**src/rtl/key_entry_de10.sv**
```systemverilog
// Four-key debounced BCD entry block for the DE10 pushbuttons.
// Edits a two-digit value and commits it as binary on out_reg.
module key_entry_de10 #(
    parameter int unsigned DEBOUNCE_CYCLES = 50000,
    parameter int unsigned TIMEOUT_CYCLES  = 250000000
) (
    input  logic        clk,
    input  logic        rst_n,
    input  logic [3:0]  key_n,
    output logic [31:0] out_reg,
    output logic        out_valid,
    output logic [3:0]  edit_ones,
    output logic [3:0]  edit_tens,
    output logic        digit_sel,
    output logic        editing
);

    localparam logic [19:0] DB_MAX = 20'(DEBOUNCE_CYCLES - 1);
    localparam logic [31:0] TO_MAX = 32'(TIMEOUT_CYCLES - 1);

    typedef enum logic [1:0] {IDLE, EDIT, COMMIT} state_t;

    logic [3:0]  s1, s2, deb, armed, ev;
    logic [1:0]  prime;
    logic [19:0] dcnt [4];

    state_t      state, state_n;
    logic [3:0]  ones_n, tens_n;
    logic        sel_n, valid_n;
    logic [7:0]  out_val, out_n;
    logic [31:0] tcnt, tcnt_n;

    logic [3:0]  dig, dig_n, bt, bo;
    logic [7:0]  prod;
    logic        inc, dec;

    // Two-flop synchronizer; prime marks when s2 holds real key samples
    always_ff @(posedge clk or negedge rst_n) begin
        if (!rst_n) begin
            s1    <= 4'hF;
            s2    <= 4'hF;
            prime <= 2'b00;
        end else begin
            s1    <= key_n;
            s2    <= s1;
            prime <= {prime[0], 1'b1};
        end
    end

    // Per-key debounce; a press only counts once the key was seen released
    always_ff @(posedge clk or negedge rst_n) begin
        if (!rst_n) begin
            deb   <= 4'hF;
            armed <= 4'h0;
            ev    <= 4'h0;
            for (int k = 0; k < 4; k++) dcnt[k] <= '0;
        end else begin
            for (int k = 0; k < 4; k++) begin
                ev[k] <= 1'b0;
                if (prime[1] && s2[k] && deb[k])
                    armed[k] <= 1'b1;
                if (s2[k] == deb[k]) begin
                    dcnt[k] <= '0;
                end else if (dcnt[k] == DB_MAX) begin
                    deb[k]  <= s2[k];
                    dcnt[k] <= '0;
                    ev[k]   <= armed[k] & ~s2[k];
                end else begin
                    dcnt[k] <= dcnt[k] + 20'd1;
                end
            end
        end
    end

    assign inc  = ev[0] & ~ev[1];
    assign dec  = ev[1] & ~ev[0];
    assign dig  = digit_sel ? edit_tens : edit_ones;
    assign prod = {1'b0, edit_tens, 3'b000}
                + {3'b000, edit_tens, 1'b0}
                + {4'h0, edit_ones};

    // Wrapping digit step and BCD split of the committed value
    always_comb begin
        dig_n = dig;
        if (inc)
            dig_n = (dig == 4'd9) ? 4'd0 : dig + 4'd1;
        else if (dec)
            dig_n = (dig == 4'd0) ? 4'd9 : dig - 4'd1;
        bt = 4'd0;
        for (int i = 1; i <= 9; i++)
            if (out_val >= 8'(i * 10)) bt = 4'(i);
        bo = 4'(out_val - {1'b0, bt, 3'b000} - {3'b000, bt, 1'b0});
    end

    // Next-state and datapath updates for IDLE/EDIT/COMMIT
    always_comb begin
        state_n = state;
        ones_n  = edit_ones;
        tens_n  = edit_tens;
        sel_n   = digit_sel;
        out_n   = out_val;
        valid_n = 1'b0;
        tcnt_n  = tcnt;
        unique case (state)
            IDLE: begin
                tcnt_n = '0;
                if (|ev) state_n = EDIT;
            end
            EDIT: begin
                if (|ev) begin
                    tcnt_n = '0;
                    if (digit_sel) tens_n = dig_n;
                    else           ones_n = dig_n;
                    if (ev[2]) sel_n = ~digit_sel;
                    if (ev[3]) state_n = COMMIT;
                end else if (tcnt == TO_MAX) begin
                    tcnt_n  = '0;
                    ones_n  = bo;
                    tens_n  = bt;
                    sel_n   = 1'b0;
                    state_n = IDLE;
                end else begin
                    tcnt_n = tcnt + 32'd1;
                end
            end
            COMMIT: begin
                tcnt_n  = '0;
                out_n   = prod;
                valid_n = 1'b1;
                state_n = IDLE;
            end
            default: state_n = IDLE;
        endcase
    end

    // FSM and output registers
    always_ff @(posedge clk or negedge rst_n) begin
        if (!rst_n) begin
            state     <= IDLE;
            edit_ones <= 4'd0;
            edit_tens <= 4'd0;
            digit_sel <= 1'b0;
            out_val   <= 8'd0;
            out_valid <= 1'b0;
            tcnt      <= '0;
        end else begin
            state     <= state_n;
            edit_ones <= ones_n;
            edit_tens <= tens_n;
            digit_sel <= sel_n;
            out_val   <= out_n;
            out_valid <= valid_n;
            tcnt      <= tcnt_n;
        end
    end

    assign out_reg = {24'd0, out_val};
    assign editing = (state == EDIT);

endmodule

```
**config.mk**
```make
export PLATFORM = sky130hd
export DESIGN_NAME = key_entry_de10
export DESIGN_NICKNAME = d
export VERILOG_FILES = /design/src/rtl/key_entry_de10.sv
export SDC_FILE = /design/constraint.sdc
export NUM_CORES = 1
export LEC_CHECK = 0
export ABC_AREA = 1
export CORE_MARGIN = 2
export CORE_UTILIZATION = 61
export CTS_CLUSTER_DIAMETER = 200
export CTS_CLUSTER_SIZE = 40
export DETAILED_ROUTE_END_ITERATION = 16
export GPL_TIMING_DRIVEN = 0
export PLACE_DENSITY = 0.8
export SYNTH_ARGS = -nofsm -noshare
export SYNTH_HDL_FRONTEND = slang
export SYNTH_SLANG_ARGS = --single-unit
```
**constraint.sdc**
```tcl
create_clock -name clk -period 2.5 [get_ports clk]
set_clock_uncertainty 0.1 [all_clocks]
set_input_delay 0.375 -clock clk [delete_from_list [all_inputs] [get_ports clk]]
set_output_delay 0.375 -clock clk [all_outputs]
set_load 0.005 [all_outputs]
```
After elaboration in Yosys (flattened, before gate mapping)

Cells that the tools add are included.

Flip-flop bits (word level): 154
Bits in latches: 0
Memory bits (writable): 0
Memory bits (read-only): 0
Bits of input ports: 6
Output and inout bits: 43
Word-level logic and storage cells: 148
Memories kept: 0

Add/sub/neg operators: 11
Multiply operators: 0
Div/mod/pow operators: 0
Order comparisons: 9
Eq/ne operators: 18
Shifts and indexed selects: 0
Mux-type cells: 48
Bitwise operators: 17
Reductions and logical operators: 22

Operators with widths:

| operator                                                                            | number |
|---|---|
| 20-bit 2-to-1 mux                                                                   | 8 |
| 20-bit by 1-bit adder with 20-bit output, second input constant                     | 4 |
| 20-bit by 16-bit == test with 1-bit output, second input constant                   | 4 |
| 4-bit 2-to-1 mux                                                                    | 19 |
| 32-bit 2-to-1 mux                                                                   | 2 |
| 32-bit case mux with 2 select lines                                                 | 1 |
| 32-bit by 1-bit adder with 32-bit output, second input constant                     | 1 |
| 32-bit by 28-bit == test with 1-bit output, second input constant                   | 1 |
| 8-bit by 6-bit greater-or-equal comparator with 1-bit output, second input constant | 3 |
| 8-bit by 7-bit greater-or-equal comparator with 1-bit output, second input constant | 3 |
| 8-bit by 5-bit greater-or-equal comparator with 1-bit output, second input constant | 2 |
| 1-bit 2-to-1 mux                                                                    | 13 |
| 3-bit AND reduction                                                                 | 4 |
| 1-bit NOT                                                                           | 11 |
| 7-bit by 5-bit adder with 8-bit output                                              | 1 |
| 8-bit by 4-bit adder with 8-bit output                                              | 1 |
| 8-bit by 4-bit greater-or-equal comparator with 1-bit output, second input constant | 1 |
| 1-bit logical AND                                                                   | 8 |
| 2-bit 2-to-1 mux                                                                    | 4 |
| 2-bit inequality test, second input constant                                        | 4 |
| 2-bit AND reduction                                                                 | 4 |
| 4-bit subtractor                                                                    | 2 |
| 1-bit bitwise AND                                                                   | 6 |
| 4-bit by 1-bit adder with 4-bit output, second input constant                       | 1 |
| other kinds (13)                                                                    | 17 |

Longest topological paths before layout

Gate-level depths: netlist of the first run.

Depth after elaboration: 14
Depth in mapped cells: 18

Least setup slack after synthesis of the first run

No wires, ideal clock.

Kind: flip-flop to flip-flop
Start point: reg edit_ones[3]
End point: reg out_val[6]
Arrival time: 1,782 ps
Setup slack: 481 ps
Stages on the path, launching flop included: 7
Path buffers: 0
Period minus slack after synthesis: 2,019 ps
Cells stage by stage: dfrtp_1 -> fa_1 -> fa_1 -> a21oi_1 -> o21bai_1 -> nand3_1 -> o221ai_1

Cells in the longest elaborated chain, start to end: 1

RTL lines:

| what                                   | RTL line | source |
|---|---|---|
| start, declared                        | 12       | `output logic [3:0] edit_ones,` |
| start signal, assigned                 | 148      | `edit_ones <= ones_n;` |
| 8-bit by 4-bit adder with 8-bit output | 80       | `+ {4'h0, edit_ones};` |
| end signal, assigned                   | 151      | `out_val <= out_n;` |
| end, declared                          | 30       | `logic [7:0] out_val, out_n;` |

Every way passes these cells.
A chain may end at the register's enable or synchronous reset.

Worst setup path after layout of the first run

Start point: reg edit_tens[0]
End point: reg out_val[7]

Cells in the longest elaborated chain, start to end: 2

RTL lines:

| what                                   | RTL line | source |
|---|---|---|
| start, declared                        | 13       | `output logic [3:0] edit_tens,` |
| start signal, assigned                 | 149      | `edit_tens <= tens_n;` |
| 7-bit by 5-bit adder with 8-bit output | 79       | `+ {3'b000, edit_tens, 1'b0}` |
| 8-bit by 4-bit adder with 8-bit output | 80       |  |

Every way passes these cells.

==> results of run 1 <==
[routing by layer]
metal	part of all wire, %	track usage (%)	vias to the layer above
met5	0	0	-
met4	1.8	7.73	0
met3	4.3	4.81	30
met2	48	39.4	191
met1	46	33.0	3447
li1	-	-	3660
[worst register-to-register path: stages (launching register included)]
cell and delay, ns:
dfrtp_1 0.47, fa_1 0.43, ha_1 0.36, a21oi_2 0.19
inv_1 0.08, a31oi_2 0.19, nor2_1 0.08, o21ai_0 0.16
o21ai_0 0.10
[power by group]
part	switching, mW	leakage (nW)	internal, mW
clock	1.08	0.267	1.32
sequential	0.0186	2.10	2.52
combinational	0.106	2.15	0.0616
[flip-flops by register name, summed over array words and instances, names as in the netlist]
register   flops
state          2
edit_ones      4
s1             4
dcnt          80
edit_tens      4
digit_sel      1
out_val        8
tcnt          32
ev             4
out_valid      1
prime          2
armed          4
s2             4
deb            4
[worst min path at each step]
stage / start / end / slack [ns] / cells past startpoint
after floorplan: rst_n / armed[0] / -0.02 / 0
after global placement: prime[0] / prime[1] / 0.23 / 0
after detailed placement: s1[0] / s2[0] / 0.25 / 0
after CTS: key_n[1] / s1[1] / 0.24 / 1
after global routing: key_n[2] / s1[2] / 0.25 / 1
final: key_n[0] / s1[0] / 0.25 / 1
[synth_stat cells, types with 10 or more instances]
cell type,count
nand2_1,173
dfrtp_1,142
inv_1,132
nor2_1,118
a21oi_1,58
nand3_1,51
o21ai_0,48
nor3_1,37
buf_4,29
nand4_1,22
xor2_1,20
ha_1,18
inv_2,16
nor4_1,15
o21ai_1,14
nor2_2,13
nor3b_1,13
dfstp_2,12
nor2_4,11
xnor2_1,10
[metrics by stage]
stage               TNS (ns)  utilization, %  power (mW)
CTS                        0            71.2        5.16
floorplan                  0               -        2.67
detailed placement         0            67.2        2.75
finish                     0            71.3        5.11
global placement     -779.24            67.0        2.74
global route               0            71.3        5.30
[cell families (layout without fill, tap and decap cells)]
logic type / count (synthesis) / after routing
AO/OA/AOI/OAI: 175 / 175
XOR/XNOR: 30 / 30
adder cells (fa/ha/maj): 20 / 20
buffers and inverters: 191 / 249
flip-flops: 154 / 154
multiplexers: 4 / 4
other: 2 / 25
AND/OR/NAND/NOR: 501 / 501
[final cells by class]
cell class,instances,area share (%)
Multi-Input combinational cell,755,42.3
Inverter,153,5.76
Clock buffer,19,4.44
Sequential cell,154,38.8
Clock inverter,13,1.10
Buffer,38,2.56
Tap cell,180,2.26
Timing Repair Buffer,26,2.80
[repair_timing]
| action | in CTS | in global routing |
|---|---|---|
| gates resized for setup | 0 | 2 |
| hold buffers | 1 | 0 |
| hold endpoints to repair | 51 | 0 |
| setup endpoints to repair | 0 | 2 |
==> results.sh, run 1 <==
export IMPL_fillers=1080
export IMPL_cp_depth=8
export IMPL_dpl_cell_area_mm2=0.00940
export IMPL_cp_top_family="adder cells"
export IMPL_cp_common_cell="o21ai_0"
export IMPL_timing_slew_headroom_pct=59.3
export IMPL_slowest_stage="dfrtp_1"
export IMPL_row_count=43
export IMPL_cts_max_level=4
export IMPL_stdcell_area_mm2=0.00998
export IMPL_r2r_start="edit_tens[0]"
export IMPL_synthAdderAreaFrac_pct=3.01
export IMPL_cts_tree="yes"
export IMPL_synthSimpleGateAreaFrac_pct=28.6
export IMPL_dp_cells=1305
export IMPL_numCtsBuffers=17
export IMPL_area_growth_pct=13.1
export IMPL_synthTopCellsByArea="dfrtp_1, nand2_1, inv_1"
export IMPL_min_period_ns=2.29
export IMPL_synth_top_flop_cell="dfrtp_1"
export IMPL_status="completed"
export IMPL_netlist_area_mm2=0.00882
export IMPL_cts_num_sinks=154
export IMPL_antenna_diode_count=0
export IMPL_required_ns=2.70
export IMPL_synth_mux_area_share_pct=0.454
export IMPL_wire_per_inst_um=13.5
export IMPL_startpoint_type="flip-flop"
export IMPL_crit_type="reg2reg"
export IMPL_worst_pin_slew_ns=0.605
export IMPL_hpwl_mm=12.7
export IMPL_avgViaCountPerCell=5.48
export IMPL_async_flop_share_pct=100
export IMPL_gp_congestion=0.866
export IMPL_final_cell_mix="nand2_1, dfrtp_1, inv_1"
export IMPL_grt_pass1_vias=7054
export IMPL_fmax_ghz=0.437
export IMPL_die_h_um=124
export IMPL_route_detailed_drc=0
export IMPL_synth_distinct_cells=56
export IMPL_cp_arrival_ns=2.48
export IMPL_yosysTopAreaCell="dfrtp_1"
export IMPL_syn_inst=1077
export IMPL_endpoint="out_val[7]"
export IMPL_timing_critical_path_cells="fa_1, ha_1, a21oi_2, inv_1, a31oi_2, nor2_1, o21ai_0, o21ai_0"
export IMPL_ant_nets=0
export IMPL_layout_nets=1171
export IMPL_initial_utilization_pct=63.1
export IMPL_ir_drop_v=0.000463
export IMPL_core_area_mm2=0.0140
export IMPL_yosysSeqAreaShare_pct=43.9
export IMPL_clock_latency_ns=0.43
export IMPL_whs_ns=0.250
export IMPL_max_cap_violations=0
export IMPL_grt_max_degree=97
export IMPL_synth_top_family_by_area="simple AND/OR/NAND/NOR gates"
export IMPL_avgSynthCellArea_um2=8.19
export IMPL_fp_dieW_um=124
export IMPL_critPathLaunch="edit_tens[0]"
export IMPL_antenna_found_initial=0
export IMPL_synth_seq_cells=154
export IMPL_drive_gt1_share_pct=14.9
export IMPL_synth_xor_area_share_pct=2.98
export IMPL_cts_buffer_depth=2
export IMPL_final_common_cell="nand2_1"
export IMPL_port_buffers=24
export IMPL_num_vias=7328
export IMPL_pre_cts_ws_ns=0.280
export IMPL_worst_slack_ns=0.212
export IMPL_rrSetupSlack_ns=0.21
export IMPL_p_leak_nw=4.51
export IMPL_setup_viol=0
export IMPL_critPathMaxFanout=5
export IMPL_io_pins=49
export IMPL_end_kind="flip-flop"
export IMPL_max_stage_delay_ns=0.47
export IMPL_drt_iter0_markers=602
export IMPL_worstReg2RegEnd="out_val[7]"
export IMPL_overflow=0
export IMPL_multi_input_area_mm2=0.00422
export IMPL_yosysWarnings=0
export IMPL_powerDensity_mw_per_mm2=512
export IMPL_clockRootBuffer="clkbuf_16"
export IMPL_grt_pass1_wl_mm=31.6
export IMPL_rsz0062_at_grt="no"
export IMPL_grt_use_total_pct=24.3
export IMPL_synth_compound_area_share_pct=11.7
export IMPL_postCtsSetupBuffers=0
export IMPL_cp_num_buf_inv=1
export IMPL_wl_mm=18.0
export IMPL_first_pass_iters=8
export IMPL_hp_class="in2reg"
export IMPL_cts_clk_slew_worst_paths_ns=0.07
export IMPL_maxSlewViolCount=0
export IMPL_fin_crit_sh_pct=91.5
export IMPL_reg2reg_depth=8
export IMPL_yosys_area_top_type_share_pct=40.3
export IMPL_dieArea_mm2=0.0154
export IMPL_regArea_mm2=0.00387
export IMPL_hold_violations=0
export IMPL_final_cells=1338
export IMPL_synth_edf_count=0
No activity file was read; power rests on OpenSTA's default activity.
==> run 2, diff against run 1 <==
--- a/config.mk
+++ b/config.mk
@@ -7,12 +7,12 @@
 export LEC_CHECK = 0
 export ABC_AREA = 1
 export CORE_MARGIN = 2
-export CORE_UTILIZATION = 61
+export CORE_UTILIZATION = 59
 export CTS_CLUSTER_DIAMETER = 200
 export CTS_CLUSTER_SIZE = 40
 export DETAILED_ROUTE_END_ITERATION = 16
 export GPL_TIMING_DRIVEN = 0
-export PLACE_DENSITY = 0.8
+export PLACE_DENSITY = 0.78
 export SYNTH_ARGS = -nofsm -noshare
 export SYNTH_HDL_FRONTEND = slang
 export SYNTH_SLANG_ARGS = --single-unit
==> results.sh, run 2 (same netlist as run 1, synthesis figures left out) <==
export IMPL_first_pass_iters=5
export IMPL_pre_cts_ws_ns=0.270
export IMPL_worst_pin_slew_ns=0.681
export IMPL_cts_max_level=4
export IMPL_route_detailed_drc=0
export IMPL_hpwl_mm=12.9
export IMPL_required_ns=2.72
export IMPL_maxSlewViolCount=0
export IMPL_min_period_ns=2.27
export IMPL_wire_per_inst_um=13.3
export IMPL_io_pins=49
export IMPL_area_growth_pct=12.9
export IMPL_avgViaCountPerCell=5.38
export IMPL_postCtsSetupBuffers=0
export IMPL_clock_latency_ns=0.43
export IMPL_core_area_mm2=0.0146
export IMPL_hp_class="in2reg"
export IMPL_fillers=1206
export IMPL_end_kind="flip-flop"
export IMPL_gp_congestion=0.874
export IMPL_grt_max_degree=84
export IMPL_r2r_start="dcnt[60]"
export IMPL_wl_mm=17.9
export IMPL_fp_dieW_um=126
export IMPL_ant_nets=0
export IMPL_grt_use_total_pct=23.9
export IMPL_final_cells=1342
export IMPL_grt_pass1_vias=6815
export IMPL_critPathMaxFanout=10
export IMPL_ir_drop_v=0.000520
export IMPL_ctsResizeCount=0
export IMPL_dp_cells=1309
export IMPL_dieArea_mm2=0.0159
export IMPL_die_h_um=126
export IMPL_cp_arrival_ns=2.49
export IMPL_p_leak_nw=4.50
export IMPL_powerDensity_mw_per_mm2=513
export IMPL_cts_num_sinks=154
export IMPL_clockRootBuffer="clkbuf_16"
export IMPL_cts_clk_slew_worst_paths_ns=0.06
export IMPL_num_vias=7223
export IMPL_drt_iter0_markers=614
export IMPL_hold_violations=0
export IMPL_ctsHoldBuffers=1
export IMPL_startpoint_type="flip-flop"
export IMPL_cts_buffer_depth=2
export IMPL_initial_utilization_pct=60.5
export IMPL_largest_reg_flops=80
export IMPL_rsz0062_at_grt="no"
export IMPL_numCtsBuffers=17
export IMPL_status="completed"
export IMPL_fin_util_pct=68.3
export IMPL_timing_slew_headroom_pct=54.6
export IMPL_fin_crit_sh_pct=90.8
export IMPL_crit_type="reg2reg"
export IMPL_grt_pass1_wl_mm=31.4
export IMPL_critPathLaunch="dcnt[60]"
export IMPL_row_count=44
export IMPL_whs_ns=0.249
export IMPL_overflow=0
export IMPL_final_common_cell="nand2_1"
export IMPL_regMostFlops="dcnt"
export IMPL_power_total_mw=5.11
export IMPL_setup_viol=0
export IMPL_drive_gt1_share_pct=14.6
export IMPL_antenna_diode_count=0
export IMPL_hold_start="key_n[2]"
export IMPL_max_cap_violations=0
export IMPL_port_buffers=24
export IMPL_top_regs="dcnt (80), tcnt (32), out_val (8)"
export IMPL_final_cell_mix="nand2_1, dfrtp_1, inv_1"
export IMPL_worst_slack_ns=0.230
export IMPL_layout_nets=1171
export IMPL_fmax_ghz=0.440
export IMPL_antenna_found_initial=0
export IMPL_cts_tree="yes"
run 2: path summary, 6_finish.rpt:
check	slack, ns	depth (start not counted)	end
max	0.23	9	dcnt[70]
max in group asynchronous	1.00	3	deb[3]
min in group asynchronous	0.43	2	tcnt[25]
max reg2reg	0.23	9	dcnt[70]
min reg2reg	0.25	0	prime[1]
min	0.25	1	s1[2]
run 2: worst max-delay path, stage by stage, from the launching register on:
cell,delay [ns]
dfrtp_1,0.38
ha_1,0.20
nand2_2,0.10
nor2_4,0.16
nand4_1,0.11
nor4_1,0.41
nor2_1,0.28
inv_2,0.24
a21oi_1,0.06
o21a_1,0.10
run 2: report_power, final:
| group | switching, mW | internal (mW) | total (mW) |
|---|---|---|---|
| clock | 1.11 | 1.30 | 2.40 |
| combinational | 0.106 | 0.0614 | 0.167 |
| sequential | 0.0182 | 2.52 | 2.54 |
| total | 1.23 | 3.88 | 5.11 |
run 2: layout make-up:
cell class,count,area [um^2],share of cell area (%)
plain buffers,38,255,2.56
inverters,153,574,5.76
well taps,184,230,2.31
multi-input cells,755,4210,42.3
clock inverters,13,111,1.12
repair buffers,26,279,2.80
flip-flops and latches,154,3870,38.8
clock buffers,19,433,4.35
run 2: routing by layer:
layer,vias up,share of wire (%),track usage [%]
li1,3675,-,-
met1,3383,48,33.2
met5,-,0,0
met3,18,3.4,4.59
met2,147,48,38.7
met4,0,0.93,6.66
run 2: metrics by stage:
stage | setup TNS [ns] | cell area (um^2)
detailed placement | 0 | 9410
global placement | -790.56 | 9380
finish | 0 | 9960
CTS | 0 | 9960
global route | 0 | 9960
floorplan | 0 | 8910
==> run 3, diff against run 2 <==
--- a/config.mk
+++ b/config.mk
@@ -12,7 +12,7 @@
 export CTS_CLUSTER_SIZE = 40
 export DETAILED_ROUTE_END_ITERATION = 16
 export GPL_TIMING_DRIVEN = 0
-export PLACE_DENSITY = 0.78
+export PLACE_DENSITY = 0.84
 export SYNTH_ARGS = -nofsm -noshare
 export SYNTH_HDL_FRONTEND = slang
 export SYNTH_SLANG_ARGS = --single-unit
==> results.sh, run 3 (same netlist as run 1, synthesis figures left out) <==
export IMPL_status="completed"
export IMPL_fillers=1146
export IMPL_critPathLaunch="out_val[4]"
export IMPL_required_ns=2.75
export IMPL_layout_nets=1172
export IMPL_row_count=44
export IMPL_wire_per_inst_um=13.5
export IMPL_reg2reg_depth=12
export IMPL_cp_arrival_ns=2.53
export IMPL_drive_gt1_share_pct=14.8
export IMPL_critPathMaxFanout=5
export IMPL_drt_iter0_markers=556
export IMPL_timing_slew_headroom_pct=60.6
export IMPL_dieArea_mm2=0.0159
export IMPL_first_pass_iters=5
export IMPL_end_kind="flip-flop"
export IMPL_crit_type="reg2reg"
export IMPL_core_area_mm2=0.0146
export IMPL_overflow=0
export IMPL_wl_mm=18.2
export IMPL_rrSetupSlack_ns=0.22
export IMPL_area_growth_pct=13.3
export IMPL_r2r_start="out_val[4]"
export IMPL_clock_latency_ns=0.44
export IMPL_worstReg2RegEnd="edit_ones[3]"
export IMPL_multi_input_area_mm2=0.00422
export IMPL_cts_clk_slew_worst_paths_ns=0.06
export IMPL_port_buffers=24
export IMPL_final_common_cell="nand2_1"
export IMPL_avgViaCountPerCell=5.51
export IMPL_fin_crit_sh_pct=91.2
export IMPL_clockRootBuffer="clkbuf_16"
export IMPL_numCtsBuffers=17
export IMPL_hold_violations=0
export IMPL_cts_num_sinks=154
export IMPL_top_regs="dcnt (80), tcnt (32), out_val (8)"
export IMPL_setup_viol=0
export IMPL_num_vias=7404
export IMPL_ir_drop_v=0.000569
export IMPL_initial_utilization_pct=60.5
export IMPL_hpwl_mm=12.8
export IMPL_fp_dieW_um=126
export IMPL_ant_nets=0
export IMPL_grt_pass1_vias=7005
export IMPL_fmax_ghz=0.439
export IMPL_max_cap_violations=0
export IMPL_cts_max_level=4
export IMPL_endpoint="edit_ones[3]"
export IMPL_largest_reg_flops=80
export IMPL_antenna_diode_count=0
export IMPL_grt_max_degree=104
export IMPL_dpl_cell_area_mm2=0.00941
export IMPL_stdcell_area_mm2=0.00999
export IMPL_hp_class="in2reg"
export IMPL_startpoint_type="flip-flop"
export IMPL_cts_buffer_depth=2
export IMPL_final_cell_mix="nand2_1, dfrtp_1, inv_1"
export IMPL_route_detailed_drc=0
export IMPL_cts_tree="yes"
export IMPL_worst_pin_slew_ns=0.591
export IMPL_powerDensity_mw_per_mm2=520
export IMPL_whs_ns=0.247
export IMPL_gp_congestion=0.884
export IMPL_min_period_ns=2.28
export IMPL_grt_use_total_pct=24.0
export IMPL_regMostFlops="dcnt"
export IMPL_maxSlewViolCount=0
export IMPL_die_h_um=126
export IMPL_regArea_mm2=0.00387
export IMPL_p_leak_nw=4.52
export IMPL_io_pins=49
export IMPL_antenna_found_initial=0
export IMPL_grt_pass1_wl_mm=31.3
run 3: cell types whose count changed in the layout (fill, tap and decap cells not counted), sizes merged:
cell    delta
buf        +1
bufinv     +1
clkinv     -1
run 3: per-layer routing:
layer  part of all wire, %  GRT usage (%)  up-vias
met4                   1.7           9.50        0
met2                    48           39.4      186
li1                      -              -     3678
met1                    46           31.2     3512
met5                     0              0        -
met3                   4.5           5.27       28
run 3: per-stage QoR:
stage	TNS [ns]	cells	worst slack, ns	util [%]	total power, mW
6_report	0	1343	0.220	68.5	5.19
5_1_grt	-0.0147	1343	-0.0147	68.5	5.36
4_1_cts	0	1342	0.240	68.4	5.23
3_5_place_dp	0	1309	0.315	64.5	2.75
3_3_place_gp	-775.81	1308	-5.20	64.3	2.74
2_1_floorplan	0	1100	0.481	-	2.67
run 3: what timing repair did:
item                                    in CTS  in global routing
resized for setup                            0                  2
endpoints found under the setup margin       0                  1
buffers inserted                             0                  1
hold buffers                                 1                  0
hold endpoints to repair                    44                  0
run 3: report_power, final:
group / leakage (nW) / internal [mW] / switching [mW]
Sequential: 2.10 / 2.52 / 0.0192
Combinational: 2.16 / 0.0616 / 0.104
Clock: 0.268 / 1.39 / 1.09
run 3: critical path, cell delays in order, from the launching register on:
cell and delay [ns]:
dfrtp_1 0.43, inv_1 0.15, nand2_1 0.09, a21oi_1 0.23
inv_1 0.09, a21oi_1 0.21, ha_1 0.20, xnor2_1 0.15
xor2_1 0.23, inv_1 0.06, nand2_1 0.06, nand3_1 0.06
a21oi_1 0.14
run 3: layout make-up:
class / count / share of cell area (%)
plain buffers: 38 / 2.55
clock buffers: 19 / 4.33
clock inverters: 13 / 1.30
inverters: 153 / 5.75
multi-input cells: 755 / 42.2
flip-flops and latches: 154 / 38.7
well taps: 184 / 2.30
repair buffers: 27 / 2.87
run 3: worst min-delay path by stage:
stage,from,endpoint,slack (ns),depth (start not counted)
after floorplan,rst_n,armed[0],-0.02,0
after global placement,prime[0],prime[1],0.23,0
after detailed placement,prime[0],prime[1],0.24,0
after CTS,key_n[1],s1[1],0.23,1
after global routing,key_n[3],s1[3],0.23,1
final,key_n[3],s1[3],0.25,1
